$ cat src/rtl/lm_sm_sequencer.sv
// lm_sm_sequencer: expands LM/SM instructions into single-register LW/SW
// micro-ops at the fetch stage. Holds the PC until the last micro-op, and
// flags the first micro-op so execute takes the base address from RA.
// Optional micro-op counter: define LCA_MULTI_COUNT_EN to build uop_count.
module lm_sm_sequencer #(
   parameter logic [3:0] LM_OP = 4'b0110,
   parameter logic [3:0] SM_OP = 4'b0111,
   parameter logic [3:0] LW_OP = 4'b0100,
   parameter logic [3:0] SW_OP = 4'b0101
) (
   input  logic        clk,
   input  logic        reset,
   input  logic [15:0] if_ir,
   input  logic        hold,
   input  logic        flush,
   output logic        IR_load_mux,
   output logic [15:0] new_IR_multi,
   output logic        first_multiple,
   output logic        pc_write,
   output logic        busy,
   output logic [15:0] uop_count
);

   typedef enum logic {IDLE, BUSY} state_t;

   state_t     state_q, state_d;
   logic [7:0] mask_q, mask_d;
   logic [2:0] ra_q, ra_d;
   logic       is_sm_q, is_sm_d;

   logic       is_multi;
   logic [7:0] act_mask;
   logic [7:0] rem_mask;
   logic [2:0] act_ra;
   logic       act_sm;
   logic [2:0] low_idx;
   logic       active;

   // State register and captured sequence context.
   always_ff @(posedge clk or negedge reset) begin
      if (!reset) begin
         state_q <= IDLE;
         mask_q  <= '0;
         ra_q    <= '0;
         is_sm_q <= 1'b0;
      end else begin
         state_q <= state_d;
         mask_q  <= mask_d;
         ra_q    <= ra_d;
         is_sm_q <= is_sm_d;
      end
   end

   // Micro-op selection, output decode and next-state logic.
   always_comb begin
      state_d        = state_q;
      mask_d         = mask_q;
      ra_d           = ra_q;
      is_sm_d        = is_sm_q;
      IR_load_mux    = 1'b0;
      new_IR_multi   = '0;
      first_multiple = 1'b0;
      pc_write       = !hold;
      low_idx        = '0;

      is_multi = (if_ir[15:12] == LM_OP) || (if_ir[15:12] == SM_OP);

      // In IDLE the sequence comes straight from the fetched word; in BUSY
      // from the captured context (if_ir still shows the held LM/SM).
      if (state_q == IDLE) begin
         act_mask = if_ir[7:0];
         act_ra   = if_ir[11:9];
         act_sm   = (if_ir[15:12] == SM_OP);
      end else begin
         act_mask = mask_q;
         act_ra   = ra_q;
         act_sm   = is_sm_q;
      end

      // Scan high to low so the last hit is the lowest set bit.
      for (int unsigned i = 8; i > 0; i--) begin
         if (act_mask[i-1]) low_idx = 3'(i - 1);
      end
      rem_mask = act_mask & (act_mask - 8'd1);

      active = (state_q == BUSY) || (is_multi && (act_mask != 8'h00) && !hold);

      // Reset also forces the outputs, since a fetched LM/SM would otherwise
      // produce a micro-op from IDLE while reset is still low.
      if (!reset) begin
         pc_write = 1'b1;
      end else if (flush) begin
         pc_write = 1'b1;
         state_d  = IDLE;
         mask_d   = '0;
      end else if (active) begin
         IR_load_mux    = 1'b1;
         new_IR_multi   = {(act_sm ? SW_OP : LW_OP), low_idx, act_ra, 6'b000000};
         first_multiple = (state_q == IDLE);
         pc_write       = !hold && (rem_mask == 8'h00);
         if (!hold) begin
            mask_d  = rem_mask;
            ra_d    = act_ra;
            is_sm_d = act_sm;
            state_d = (rem_mask != 8'h00) ? BUSY : IDLE;
         end
      end
   end

   assign busy = (state_q == BUSY);

`ifdef LCA_MULTI_COUNT_EN
   logic [15:0] cnt_q;

   // Count every micro-op actually written into IF/ID; wraps naturally.
   always_ff @(posedge clk or negedge reset) begin
      if (!reset) begin
         cnt_q <= '0;
      end else if (IR_load_mux && !hold && !flush) begin
         cnt_q <= cnt_q + 16'd1;
      end
   end

   assign uop_count = cnt_q;
`else
   assign uop_count = '0;
`endif

endmodule

$ cat config.mk
export PLATFORM = sky130hd
export DESIGN_NAME = lm_sm_sequencer
export DESIGN_NICKNAME = d
export VERILOG_FILES = /design/src/rtl/lm_sm_sequencer.sv
export SDC_FILE = /design/constraint.sdc
export NUM_CORES = 1
export LEC_CHECK = 0
export CORE_UTILIZATION = 40
export DETAILED_ROUTE_END_ITERATION = 8
export PLACE_DENSITY = 0.82
export SYNTH_ARGS = -nofsm -noshare
export SYNTH_HDL_FRONTEND = slang
export SYNTH_SLANG_ARGS = --single-unit
$ cat constraint.sdc
create_clock -name clk -period 6 [get_ports clk]
set_input_delay 0.9 -clock clk [delete_from_list [all_inputs] [get_ports clk]]
set_output_delay 0.9 -clock clk [all_outputs]
set_load 0.1 [all_outputs]
* After elaboration in Yosys (flattened, before gate mapping)
Index checks and enable logic that the tools add are counted.
Word-level totals: bits in registers 13, bits in latches 0, bits in writable memories 0, bits in read-only memories 0, output and inout bits 36, memories 0
Operators by class: add/subtract/negate cells 1, multiply operators 0, div/mod/pow operators 0, magnitude comparators 0, equal/unequal tests 3, shift-type cells 0, muxes and demuxes 31, bitwise operators 4, reductions and logical operators 12
Operator list (number):
- 15-bit two-way mux | 3
- 8-bit two-way mux | 4
- 3-bit two-way mux | 9
- 8-bit nonzero test | 2
- 1-bit two-way mux | 15
- 8-bit AND | 1
- 4-bit by 3-bit equality test with 1-bit output (second input constant) | 2
- 8-bit zero test | 1
- 8-bit by 1-bit subtractor with 8-bit output (second input constant) | 1
- 4-bit AND reduction | 1
- 1-bit logical AND | 3
- 1-bit inverter | 3
- 3-bit AND reduction | 1
- 1-bit logical OR | 2
- 2-bit by 1-bit inequality test with 1-bit output (second input constant) | 1
- 2-bit nonzero test | 1
- 1-bit zero test | 1

* Longest topological paths before layout
word-level depth 12, gate-level depth with buffers 8, mapped depth without buffers 6

* Worst setup path after synthesis
No wires, ideal clock.
path kind reg-to-output, from register state_q, in the netlist busy, to output port new_IR_multi[10], arrival 4.252 ns, slack 0.848 ns, stages on the path, launching flop included 7, path buffers 1, cell sequence dfrtp_1 > buf_6 > or3_1 > o31ai_2 > a311oi_2 > o21ai_1 > a211oi_1
On the way: word-level cells in the longest chain between the ends 12, elaborated cells on any way between the ends 16, classes of those cells mux: 12; reduce/logical: 4
RTL lines:
- start: declaration | line 26 | state_t state_q, state_d;
- start signal: assignment | line 47 | state_q <= state_d;
- 8-bit two-way mux | line 70 | if (state_q == IDLE) begin
- 3-bit two-way mux (8 in a row) | line 82 | if (act_mask[i-1]) low_idx = 3'(i - 1);
- 15-bit two-way mux * | line 96 | end else if (active) begin
- 15-bit two-way mux * | line 92 | end else if (flush) begin
- 15-bit two-way mux * | line 90 | if (!reset) begin
- end: declaration | line 17 | output logic [15:0] new_IR_multi,
Every way passes the cells marked *; elsewhere a longest branch is shown, timed or not.

* Final worst setup path
from register state_q, in the netlist busy, to output port new_IR_multi[14]
On the way: word-level cells in the longest chain between the ends 8
RTL lines:
- 8-bit two-way mux | line 70
- 8-bit nonzero test | line 86 | active = (state_q == BUSY) || (is_multi && (act_mask != 8'h00) && !hold);
- 1-bit logical AND (2 in a row) | line 86
- 1-bit logical OR * | line 86
- 15-bit two-way mux * | line 96
- 15-bit two-way mux * | line 92
- 15-bit two-way mux * | line 90
Marked as above.

==> flow_summary.toml <==
[critical_path]
slowest_stage = "clkdlybuf4s50_1"
r2r_start = "busy$_DFFE_PN0P_"
required_ns = 5.10
cp_slowest_stage_delay_ns = 0.98
ff2ff_path_depth = 5
worstSetupStartpointType = "register"
crit_top_cell = "inv_1"
reg2reg_to = "ra_q[1]$_DFFE_PN0P_"
end_kind = "output pin"
path_cells = "inv_1 -> o31ai_1 -> a311oi_2 -> o21ai_1 -> inv_1 -> clkdlybuf4s50_1"
path_class = "register to output pin"
reg2reg_slack_ns = 2.72
worstPathMaxFanout = 30
cp.arrival_ns = 4.14

[cells_and_area]
final_util_pct = 50.7
diodes = 0
syn_to_final_growth_pct = 19.0
instances_no_fill = 205
nets = 196
layout-drive-gt1-share_pct = 8.62

[die]
fp.dieH_um = 56.5
row_count = 19
die_area_sq_um = 3190
start_util_pct = 42.6
io_pins = 56
core_area_sq_um = 2780
die_width_um = 56.5

[synth]
synthCells = 147
synth_common_cells = "buf_4, nor2_1, dfrtp_1"
syn_area_sq_um = 1190
synth_area_leaders = "dfrtp_1, buf_4, a21oi_1"
synth.distinct_cells = 44
synth-seq-cells = 12
synth.most_common_cell = "buf_4"
syn_avg_cell_area_sq_um = 8.07
yosys.area.top_type = "dfrtp_1"
seq_area_frac_synth_pct = 25.3
synth_edf_count = 0
yosysWarnings = 0
synthArstFlopShare_pct = 100
synth_top_area_share_pct = 25.3
ys.flop_type = "dfrtp_1"

[clock_network]
cts_num_sinks = 12
insertion_delay_ns = 0.27
cts_setup_buffers = 0
cts-htree-levels = 1
cts_hold_buffers = 0
cts_resized = 0
cts_buffers = 3
clockBufferDepth = 2
cts.root.buffer_cell = "clkbuf_4"
cts_tree = "yes"
clk_pin_slew_ns = 0.07

[power_and_ir_drop]
leakagePower_nw = 0.597
peakVddDrop_mv = 0.178
p_per_area_nw_per_um2 = 260

[worst_hold_path]
hold_path_end = "is_sm_q$_DFFE_PN0P_"
hold_path_startpoint = "is_sm_q$_DFFE_PN0P_"
hold_path_depth = 2
min_path_type = "register to register"

[routing]
first_pass_iters = 4
drtAntennaViolNets = 0
drtIter0Drc = 43
via_count = 1138
wl_per_cell_um = 13.3
viasPerCell = 5.55
wl_um = 2730
drc = 0

[placement]
portBuffers = 30
dp.cells = 202
place_hpwl_um = 2040
gp_congestion = 0.884

[sta]
fmax_mhz = 198
rsz0062_at_grt = "false"
slew_headroom_pct = 34.2
skew_ns = 0.00105
fin_setup_tns_ns = 0
holdWs_ns = 0.492
finalSetupViolCount = 0
drv_slew = 0
fin_crit_sh_pct = 84.1
period_needed_ns = 5.04
hold_viol = 0
tightest_slew_ns = 0.984

[outcome]
status = "finished, final reports clean"

[global_routing]
grt_pass1_wl_um = 4460
grt-ovfl-total = 0
track_usage_pct = 17.9
grt_max_degree = 31
grt_antenna_before_repair = 0
grt_pass1_vias = 1047

[job]
cap_violations = 0
-- report_power, final --
part / switching (W) / internal, W / leakage (nW)
registers: 0.0000191 / 0.0000899 / 0.163
clock network: 0.0000269 / 0.0000233 / 0.0138
logic: 0.000154 / 0.0000529 / 0.420
total: 0.000200 / 0.000166 / 0.597
-- state kept, by name, summed over array words and instances (netlist names) --
register,flops
mask_q,7
is_sm_q,1
ra_q,3
busy,1
-- layout by cell type, fill, tap and decap left out, types with 3 or more instances in the layout --
| master | instances |
|---|---|
| clkdlybuf4s50_1 | 26 |
| conb_1 | 24 |
| nor2_1 | 13 |
| dfrtp_1 | 12 |
| a21oi_1 | 11 |
| nand2_1 | 9 |
| o21ai_0 | 7 |
| inv_1 | 5 |
| nand3_1 | 5 |
| buf_4 | 5 |
| nand2b_1 | 4 |
| mux2_1 | 4 |
| a32o_1 | 4 |
| or3_1 | 3 |
| o31ai_1 | 3 |
| o21ai_1 | 3 |
| a211oi_1 | 3 |
| clkbuf_4 | 3 |
-- area by class of cell --
class | instances | area [sq um]
fill | 288 | 1370
inverter | 6 | 22.5
timing repair buffer | 31 | 298
multi-input combinational | 122 | 729
tap | 31 | 38.8
sequential | 12 | 300
clock buffer | 3 | 22.5
-- worst max-delay path: cells and delay by family (launching register included) --
| kind | cells | cell delay, ns |
|---|---|---|
| AO/OA/AOI/OAI | 3 | 1.42 |
| buffers and inverters | 3 | 1.53 |
| flip-flops | 1 | 0.91 |
-- metrics by stage --
step / setup slack, ns / cell area (sq um) / power, W
finish: 0.955 / 1410 / 0.000366
global route: 0.652 / 1410 / 0.000385
CTS: 1.01 / 1410 / 0.000366
detailed placement: 1.11 / 1390 / 0.000316
global placement: 1.22 / 1390 / 0.000312
floorplan: 0.848 / 1270 / 0.000293
-- worst max path at each step --
| stage | startpoint | to |
|---|---|---|
| after floorplan | busy$_DFFE_PN0P_ | new_IR_multi[10] |
| after global placement | if_ir[0] | new_IR_multi[14] |
| after detailed placement | if_ir[0] | new_IR_multi[14] |
| after CTS | busy$_DFFE_PN0P_ | new_IR_multi[14] |
| after global routing | busy$_DFFE_PN0P_ | new_IR_multi[14] |
| final | busy$_DFFE_PN0P_ | new_IR_multi[14] |
-- per-layer routing --
layer	global-route usage, %	part of all wire (%)	vias up
li1	-	-	546
met1	22.5	42	519
met2	28.2	47	64
met3	3.69	9.0	9
met4	10.1	2.1	0
met5	0	0	-
-- kinds of logic after synthesis --
group	after synthesis	synth area share, %
AOI/OAI and AO/OA	49	29.4
and+or+nand+nor	43	18.9
buffers and inverters	36	20.5
DFF	12	25.3
muxes	5	4.75
adders and majority gates	1	0.844
other	1	0.316
(Power assumes the default switching activity.)
